### src/rtl/fpu_pkg.sv
// Shared FPU definitions: rounding modes, exception flag positions, FP CSR addresses and ops.
package fpu_pkg;

    typedef enum logic [2:0] {
        RM_RNE = 3'd0,
        RM_RTZ = 3'd1,
        RM_RDN = 3'd2,
        RM_RUP = 3'd3,
        RM_RMM = 3'd4,
        RM_DYN = 3'd7
    } rm_e;

    localparam int FLAG_NV = 4;
    localparam int FLAG_DZ = 3;
    localparam int FLAG_OF = 2;
    localparam int FLAG_UF = 1;
    localparam int FLAG_NX = 0;

    localparam logic [11:0] CSR_FFLAGS = 12'h001;
    localparam logic [11:0] CSR_FRM    = 12'h002;
    localparam logic [11:0] CSR_FCSR   = 12'h003;

    typedef enum logic [1:0] {
        CSR_NONE = 2'b00,
        CSR_RW   = 2'b01,
        CSR_RS   = 2'b10,
        CSR_RC   = 2'b11
    } csr_op_e;

    // operand must already be masked to the field width of the addressed CSR
    function automatic logic [7:0] csr_update(input logic [1:0] op,
                                              input logic [7:0] old_val,
                                              input logic [7:0] operand);
        logic [7:0] res;
        res = old_val;
        case (csr_op_e'(op))
            CSR_RW:  res = operand;
            CSR_RS:  res = old_val | operand;
            CSR_RC:  res = old_val & ~operand;
            default: res = old_val;
        endcase
        return res;
    endfunction

endpackage

### src/rtl/fpu_rm_resolve.sv
// Resolves an instruction rm field (static or DYN) against frm into the rounding mode to use.
// Latency: purely combinational. Backpressure: none.
// Reserved encodings (5, 6, or DYN selecting frm 5..7) flag rm_illegal and drive RNE.
module fpu_rm_resolve
    import fpu_pkg::*;
(
    input  logic [2:0] instr_rm,
    input  logic [2:0] frm,
    output logic [2:0] rm_out,
    output logic       rm_illegal
);

    always_comb begin
        rm_out     = 3'b000;
        rm_illegal = 1'b0;
        case (instr_rm)
            RM_RNE, RM_RTZ, RM_RDN, RM_RUP, RM_RMM: rm_out = instr_rm;
            RM_DYN: begin
                if (frm <= RM_RMM) begin
                    rm_out = frm;
                end else begin
                    rm_illegal = 1'b1;
                end
            end
            default: rm_illegal = 1'b1;
        endcase
    end

endmodule

### src/rtl/fpu_csr.sv
// FPU control/status registers (frm, sticky fflags) with CSR access and rounding-mode resolution.
// Latency: CSR response one cycle after the request (read-before-write); rm resolution combinational.
// Backpressure: none, one CSR request accepted every cycle.
module fpu_csr
    import fpu_pkg::*;
#(
    parameter logic [2:0] RESET_FRM = 3'b000,
    parameter int         ADDR_W    = 12
) (
    input  logic              clk,
    input  logic              rst,
    input  logic              csr_valid,
    input  logic [1:0]        csr_op,
    input  logic [ADDR_W-1:0] csr_addr,
    input  logic [31:0]       csr_wdata,
    output logic              csr_rvalid,
    output logic [31:0]       csr_rdata,
    output logic              csr_illegal,
    input  logic [2:0]        instr_rm,
    output logic [2:0]        rm_out,
    output logic              rm_illegal,
    input  logic              flag_valid,
    input  logic [4:0]        flag_in,
    output logic [4:0]        fflags_out,
    output logic [2:0]        frm_out
);

    logic [2:0]  frm_q, frm_nxt;
    logic [4:0]  fflags_q, fflags_nxt;
    logic        rvalid_q, illegal_q;
    logic [31:0] rdata_q;

    logic        hit_fflags, hit_frm, hit_fcsr, known;
    logic [7:0]  old_val, mask, new_val;
    logic        unused_wdata;

    assign unused_wdata = ^csr_wdata[31:8];

    always_comb begin
        hit_fflags = (csr_addr == ADDR_W'(CSR_FFLAGS));
        hit_frm    = (csr_addr == ADDR_W'(CSR_FRM));
        hit_fcsr   = (csr_addr == ADDR_W'(CSR_FCSR));
        known      = hit_fflags | hit_frm | hit_fcsr;

        old_val = 8'h00;
        mask    = 8'h00;
        if (hit_fflags) begin
            old_val = {3'b000, fflags_q};
            mask    = 8'h1F;
        end else if (hit_frm) begin
            old_val = {5'b00000, frm_q};
            mask    = 8'h07;
        end else if (hit_fcsr) begin
            old_val = {frm_q, fflags_q};
            mask    = 8'hFF;
        end
        new_val = csr_update(csr_op, old_val, csr_wdata[7:0] & mask);

        frm_nxt    = frm_q;
        fflags_nxt = fflags_q;
        if (csr_valid) begin
            if (hit_fflags) fflags_nxt = new_val[4:0];
            if (hit_frm)    frm_nxt    = new_val[2:0];
            if (hit_fcsr)   {frm_nxt, fflags_nxt} = new_val;
        end
        // the retiring op is ordered after the CSR instruction, so its flags land on top
        if (flag_valid) fflags_nxt = fflags_nxt | flag_in;
    end

    always_ff @(posedge clk) begin
        if (rst) begin
            frm_q     <= RESET_FRM;
            fflags_q  <= 5'b00000;
            rvalid_q  <= 1'b0;
            rdata_q   <= 32'h0;
            illegal_q <= 1'b0;
        end else begin
            frm_q     <= frm_nxt;
            fflags_q  <= fflags_nxt;
            rvalid_q  <= csr_valid;
            rdata_q   <= csr_valid ? {24'h0, old_val} : 32'h0;
            illegal_q <= csr_valid & ~known;
        end
    end

    assign csr_rvalid  = rvalid_q;
    assign csr_rdata   = rdata_q;
    assign csr_illegal = illegal_q;
    assign fflags_out  = fflags_q;
    assign frm_out     = frm_q;

    fpu_rm_resolve u_rm_resolve (
        .instr_rm   (instr_rm),
        .frm        (frm_q),
        .rm_out     (rm_out),
        .rm_illegal (rm_illegal)
    );

endmodule

### config.mk
export PLATFORM = sky130hd
export DESIGN_NAME = fpu_csr
export DESIGN_NICKNAME = d
export VERILOG_FILES = /design/src/rtl/fpu_pkg.sv /design/src/rtl/fpu_rm_resolve.sv /design/src/rtl/fpu_csr.sv
export SDC_FILE = /design/constraint.sdc
export NUM_CORES = 1
export LEC_CHECK = 0
export CAP_MARGIN = 20
export CORE_ASPECT_RATIO = 0.5
export CORE_UTILIZATION = 32
export DETAILED_ROUTE_END_ITERATION = 10
export PLACE_DENSITY_LB_ADDON = 0.05
export SLEW_MARGIN = 20
export SYNTH_ARGS = -nofsm -noshare
export SYNTH_HDL_FRONTEND = slang
export SYNTH_HIERARCHICAL = 1
export SYNTH_SLANG_ARGS = --single-unit
export TNS_END_PERCENT = 10
### constraint.sdc
create_clock -name clk -period 2.2 [get_ports clk]
set_input_delay 0.66 -clock clk [delete_from_list [all_inputs] [get_ports clk]]
set_output_delay 0.66 -clock clk [all_outputs]
set_load 0.01 [all_outputs]
======== Yosys cells after proc, flatten, opt, wreduce, memory -nomap -nowiden ========
Index checks and enable logic that the tools add are counted.
Widths: inputs -> output; s select.
word-level totals
  flip-flop bits (word level) ............. 42
  output and inout port bits .............. 46
  logic and storage cells ................. 50
operators by class
  bitwise gates (word level) .............. 10
  reduce and logical (&&, ||, !) cells .... 5
  magnitude comparators ................... 1
  muxes and demuxes ....................... 17
  eq/ne operators ......................... 11
operators with widths
  operator             number
  $mux 8               6
  $eq 12x2->1 const B  2
  $pmux 8 s3           1
  $mux 5               4
  $and 8x8->8          2
  $eq 12x1->1 const B  1
  $mux 3               3
  $not 8->8            1
  $or 8x8->8           1
  $eq 3x2->1 const B   2
  $eq 3x3->1 const B   2
  $pmux 3 s2           1
  $or 5x5->5           1
  $reduce_or 5->1      1
  $eq 2x2->1 const B   2
  $eq 3x1->1 const B   1
  $le 3x3->1 const B   1
  $logic_not 3->1      1
  $eq 2x1->1 const B   1
  $not 1->1            2
  $or 1x1->1           2
  $pmux 1 s2           1
  $reduce_and 2->1     1
  $reduce_bool 2->1    1
  other kinds (3)      3

======== Longest topological paths before layout ========
Gate-level depths: netlist (run 1).
  word-level depth ........................ 13
  depth in mapped cells ................... 6
  gate-level depth less buffers ........... 5

======== Cells and area by module ========
The synthesis (run 1) kept the hierarchy.
modules (own cells, without submodules)
  module          cells each  sequential area each (µm²)  instances  area each (µm²)
  fpu_csr         135         360.3                       1          1153.6
  fpu_rm_resolve  10          0.0                         1          68.8

======== Least setup slack after synthesis (run 1) ========
OpenSTA, ideal clock, no wires.
  kind .................................... input to register
  start point ............................. input port csr_addr[11]
  end point ............................... register fflags_q[0] (netlist: fflags_out[0])
  arrival ................................. 1.978 ns
  setup slack ............................. 0.152 ns
  library setup time ...................... 0.070 ns
  stages on the path ...................... 6
  path buffers ............................ 1
  required time ........................... 2.130 ns
  path through ............................ nor4_2 and2_1 buf_6 a31oi_1 or4_1 a21oi_1
between the ends
  cells in the longest elaborated chain, start to end .. 13
  elaborated cells on any way between the ends .. 19
  those cells by class .................... eq/ne (3); mux (11); bitwise (5)
ends and longest elaborated chain
  element               line           text
  start, declared       fpu_csr.sv:14  input logic [ADDR_W-1:0] csr_addr,
  $eq 12x2->1           fpu_csr.sv:42  hit_fcsr = (csr_addr == ADDR_W'(CSR_FCSR));
  $mux 8                fpu_csr.sv:53  end else if (hit_fcsr) begin
  $mux 8                fpu_csr.sv:50  end else if (hit_frm) begin
  $mux 8                fpu_csr.sv:47  if (hit_fflags) begin
  $and 8x8->8           fpu_csr.sv:57  new_val = csr_update(csr_op, old_val, csr_wdata[7:0] & mask);
  $not 8->8             fpu_pkg.sv:39  CSR_RC: res = old_val & ~operand;
  $and 8x8->8           fpu_pkg.sv:39
  $pmux 8 s3            fpu_pkg.sv:36  case (csr_op_e'(op))
  $mux 5                fpu_csr.sv:62  if (hit_fflags) fflags_nxt = new_val[4:0];
  $mux 5 (*)            fpu_csr.sv:64  if (hit_fcsr) {frm_nxt, fflags_nxt} = new_val;
  $mux 5 (*)            fpu_csr.sv:61  if (csr_valid) begin
  $or 5x5->5            fpu_csr.sv:67  if (flag_valid) fflags_nxt = fflags_nxt | flag_in;
  $mux 5 (*)            fpu_csr.sv:67
  end signal, assigned  fpu_csr.sv:79  fflags_q <= fflags_nxt;
  end, declared         fpu_csr.sv:29  logic [4:0] fflags_q, fflags_nxt;
Mark *: on every way between the ends. The rest lies on a longest branch, timed or not.
A chain may end at the register's enable or synchronous reset.

======== Worst setup path after layout (run 1) ========
  start point ............................. input port instr_rm[0]
  end point ............................... output port rm_out[2]
between the ends
  cells in the longest elaborated chain, start to end .. 3
  elaborated cells on any way between the ends .. 8
  those cells by class .................... eq/ne (5); mux (1); reduce/logical (2)
ends and longest elaborated chain
  element                                   line                  text
  start, declared                           fpu_csr.sv:19         input logic [2:0] instr_rm,
  $eq 3x1->1, or another cell as far along  fpu_rm_resolve.sv:16  case (instr_rm)
  $reduce_or 5->1                           fpu_rm_resolve.sv:16
  $pmux 3 s2 (*)                            fpu_rm_resolve.sv:16
  end, declared                             fpu_csr.sv:20         output logic [2:0] rm_out,
Marks and branches as above.

==> run metrics, run 1 <==
outcome completed; crit path DAT 1.51 ns; Final #Nets 293; overall power 0.784 mW; final core utilization 59.1%; final setup margin 0.0282 ns; final routed DRC violation total 0; DIE AREA 4090 um^2; Worst Clk Skew 0.00196 ns; largest net degree at the start of global routing 10; maximum clock rate 460 MHz; CP startpoint kind input port; Die W 89.4 um; Antenna Nets Post-Route 0; H-tree Lvls 1; Routability Congestion 0.841; first-pass GRT wire length 5400 um; Hold Buf Count CTS 0; crit path kind in2out; vias per cell 4.63; register bit total from synthesis 18; sequential area share after synthesis 29.5%; Mapped Cells 145; initial antenna violation count 0; Final setup violation count 0; via count 1315; CTS tree built; pwr dens 374 nW/um^2; GRT overflow 0; fin crit period 2.17 ns; CP max FO 4; count of cell types in the netlist 38; layout cell share with drive strength beyond 1 26.2%; final instance area 2100 um^2; overall routing resource usage 17.8%; Max Buffers Root-to-Sink 2; CP required 1.54 ns; pre-CTS setup slack -0.596 ns; hold crit path type reg2reg; drt total wl 3530 um; Placed Cells 279; crit share post-route 98.7%; die span in y 45.7 um; clk_lat worst skew 0.25 ns; area of the mapped netlist 1220 um^2; Placement Cell Area 1970 um^2; number of hold violations in the final report 0; core area 3550 um^2; I/O pin total 104; DR iter-0 viols 31; vias in the first global route 1178; Worst VDD drop 0.000204 V; average cell area after synthesis 8.43 um^2; RSZ-0062 raised after global routing true; commonest non-fill, non-tap cells in the layout 35 x clkdlybuf4s50_1, 35 x buf_4, 24 x conb_1; wire per inst 12.4 um; I/O Buffers 55; P_leak 0.958 nW; clock root buffer clkbuf_8; ANT cells 0; fillers 317; number of CTS-inserted buffers 3; critical path endpoint category output pin; final hold slack 0.508 ns; DP HPWL 2800 um; Initial Utilization 34.5%; Setup TNS 0 ns; clk sink count 18; Synth warnings 6; cell row count 15; Finished Layout Cells 284; Final Slew Violations 0; P&R area growth vs syn 71.4%; Max Cap Viol 0; first drt pass iteration count 4; clk slew on worst S/H paths 0.06 ns
==> area by class of cell <==
cell class,instances,area [um^2],share of cell area (%)
Clock buffer,3,41.3,1.97
Inverter,1,3.75,0.179
Multi-Input combinational cell,121,800,38.1
Sequential cell,18,360,17.2
Tap cell,51,63.8,3.04
Timing Repair Buffer,90,827,39.5
==> critical path: stages <==
cell and delay (ns):
dlygate4sd2_1 0.26, or3b_1 0.35, o31ai_1 0.07, buf_2 0.17
==> power by group <==
part           internal [mW]  switching [mW]
Sequential             0.334         0.00605
Clock                  0.122           0.104
Combinational          0.120          0.0983
==> repair_timing <==
| action | in CTS | in global routing |
|---|---|---|
| gates resized for setup | 21 | 24 |
| setup endpoints to repair | 11 | 8 |
| pin swaps | 1 | 11 |
| buffers inserted | 0 | 2 |
==> final timing paths <==
| path | start | to | slack, ns | cells past startpoint |
|---|---|---|---|---|
| setup / recovery | instr_rm[0] | rm_out[2] | 0.03 | 4 |
| hold / removal | fflags_out[4]$_SDFF_PP0_ | csr_rdata[4]$_SDFF_PP0_ | 0.51 | 1 |
| setup reg to reg | frm_out[1]$_SDFFE_PP0P_ | fflags_out[1]$_SDFF_PP0_ | 0.52 | 6 |
| hold reg to reg | fflags_out[4]$_SDFF_PP0_ | csr_rdata[4]$_SDFF_PP0_ | 0.51 | 1 |
==> synthesized netlist by cell type, drive strengths merged <==
cell type	count	area, um^2
nand3	1	5.00
and3	4	26.3
and4	3	30.0
o21ai	5	25.0
a221oi	2	17.5
a21boi	6	45.0
a21oi	5	25.0
nor4	2	33.8
a311oi	1	8.76
nand3b	5	37.5
nor3	3	15.0
nand4	2	12.5
conb	1	3.75
a22oi	6	45.0
clkbuf	2	7.51
inv	1	3.75
buf	26	196
nand2	9	33.8
or3b	1	8.76
xor2	3	26.3
nor2b	1	6.26
dfxtp	18	360
and2	5	31.3
a31oi	4	25.0
or2	4	25.0
a21o	3	22.5
nor2	10	45.0
o31ai	4	30.0
or4	3	22.5
a22o	3	26.3
a41oi	1	8.76
nor3b	1	12.5
==> state kept, by name, indices dropped and copies added (netlist names) <==
signal / cells
csr_illegal: 1
fflags_out: 5
frm_out: 3
csr_rvalid: 1
csr_rdata: 8
==> kinds of logic (layout without fill, tap and decap cells) <==
group / Yosys count / after routing / share of synthesized area, %
and+or+nand+nor: 54 / 54 / 28.2
AOI/OAI and AO/OA: 40 / 40 / 22.8
buffers and inverters: 29 / 94 / 17.0
DFF: 18 / 18 / 29.5
xor gates and xnor gates: 3 / 3 / 2.15
other: 1 / 24 / 0.307
==> layer usage <==
metal | routed length [um] | GRT usage, % | up-vias
met5 | 0 | 0 | -
met4 | 31 | 3.17 | 0
met3 | 218 | 5.62 | 4
met2 | 1560 | 29.9 | 51
met1 | 1730 | 23.0 | 596
li1 | - | - | 664
Power figures use the tool's default switching activity.
==> inputs of run 2 (changes only) <==
--- a/config.mk
+++ b/config.mk
@@ -6,9 +6,9 @@
 export NUM_CORES = 1
 export LEC_CHECK = 0
 export CAP_MARGIN = 20
-export CORE_ASPECT_RATIO = 0.5
-export CORE_UTILIZATION = 32
+export CORE_UTILIZATION = 56
 export DETAILED_ROUTE_END_ITERATION = 10
+export DONT_BUFFER_PORTS = 1
 export PLACE_DENSITY_LB_ADDON = 0.05
 export SLEW_MARGIN = 20
 export SYNTH_ARGS = -nofsm -noshare
==> run 2 against run 1 <==
  * Wire length shrank 20%
  * Largest cell class is now multi-input combinational cells
  * Critical path type is now reg2out
  * Clock power shrank 8%
  * Power shrank 19%
  * Core utilization grew 1.9 points
  * First-iteration DRC count grew 19%
==> run metrics, run 2 (same netlist as run 1, synthesis figures left out) <==
outcome completed; area of the multi-input gates 741 um^2; clk slew on worst S/H paths 0.11 ns; Hold Buf Count CTS 0; Crit path buffers/inverters 0; H-tree Lvls 1; I/O pin total 104; max reg flops 8; I/O Buffers 0; commonest non-fill, non-tap cells in the layout 24 x conb_1, 18 x dfxtp_1, 9 x nand2_1, 9 x nor2_1; vias per cell 6.03; CP required 1.54 ns; PostCTS Resize Cnt 0; number of hold violations in the final report 0; CP delay by family, top flip-flops; clk_lat worst skew 0.30 ns; core area 2000 um^2; crit path DAT 1.41 ns; DP HPWL 2230 um; wire per inst 15.9 um; via count 1068; critical path endpoint category output pin; sequential cell area 360 um^2; P&R area growth vs syn -0.205%; largest net degree at the start of global routing 11; first drt pass iteration count 4; Final setup violation count 0; DIE AREA 2370 um^2; layout cell share with drive strength beyond 1 14.0%; Max Buffers Root-to-Sink 2; fin crit period 2.07 ns; critical-path cell list nand4_1 -> o31ai_1; first-pass GRT wire length 4290 um; RSZ-0062 raised after global routing false; Die W 48.7 um; CP startpoint kind flip-flop; die span in y 48.7 um; GRT overflow 0; Final #Nets 209; vias in the first global route 963; Worst Clk Skew 0.00762 ns; number of setup buffers added after CTS 0; CP max FO 9; CP max-delay cell dfxtp_1; P_leak 0.469 nW; Antenna Nets Post-Route 0; drt total wl 2810 um; maximum clock rate 483 MHz; final instance area 1220 um^2; Initial Utilization 61.1%; Placed Cells 173; hold crit path type in2reg; Routability Congestion 0.841; Worst VDD drop 0.000324 V; overall routing resource usage 23.7%; CTS tree built; cell row count 16; ANT cells 0; Final Slew Violations 0; initial antenna violation count 0; Worst path max stage delay 0.55 ns; pwr dens 521 nW/um^2; final routed DRC violation total 0; DR iter-0 viols 37; Finished Layout Cells 177; Placement Cell Area 1180 um^2; crit share post-route 94.1%; overall power 0.636 mW; clock root buffer clkbuf_4; commonest non-fill, non-tap cell in the layout conb_1; Setup TNS 0 ns; number of CTS-inserted buffers 3; clk sink count 18; Max Cap Viol 0; crit path kind reg2out; fillers 190
-- run 2: cell count changes in the layout (fill, tap and decap cells not counted), moves of 3 or more --
cell             before  now
buf_4                35    6
dlygate4sd2_1         3    0
dlymetal6s2s_1       13    0
buf_2                 3    0
clkbuf_4              0    3
clkdlybuf4s50_1      35    0
-- run 2: final timing paths --
path | from | to | slack, ns | cells after the start
min | rst | fflags_out[1]$_SDFF_PP0_ | 0.41 | 1
max | frm_out[2]$_SDFFE_PP0P_ | rm_out[2] | 0.13 | 2
max reg2reg | frm_out[1]$_SDFFE_PP0P_ | fflags_out[1]$_SDFF_PP0_ | 0.47 | 5
min reg2reg | fflags_out[4]$_SDFF_PP0_ | csr_rdata[4]$_SDFF_PP0_ | 0.56 | 1
-- run 2: per-stage QoR --
stage	utilization (%)	worst slack, ns	hold slack, ns
2_1_floorplan	-	0.152	0.517
3_3_place_gp	59.1	0.0152	0.535
3_5_place_dp	59.1	0.00625	0.546
4_1_cts	60.9	0.131	0.410
5_1_grt	60.9	0.0428	0.400
6_report	60.9	0.129	0.408
-- run 2: area by class of cell --
cell class	instances	area share, %
timing repair buffer	6	3.69
clock buffer	4	2.97
multi-input combinational	121	60.7
inverter	1	0.308
tap	27	2.77
sequential	18	29.5
-- run 2: where the power goes --
part,switching [mW],internal (mW)
Sequential,0.0101,0.334
Clock,0.108,0.101
Combinational,0.0499,0.0323
-- run 2: layer usage --
layer	part of all wire (%)	wire length (um)	vias to the layer above	GRT usage (%)
li1	-	-	498	-
met1	37	1040	481	27.0
met2	49	1370	82	40.3
met3	12	343	7	5.97
met4	1.9	54	0	12.7
met5	0	0	-	0
-- run 2: worst reg2reg max path: stages, from the launching register on --
cell and delay [ns]:
dfxtp_1 0.54, nand3b_1 0.12, a21o_1 0.22, a21boi_0 0.15, or4_1 0.53, a21oi_1 0.14
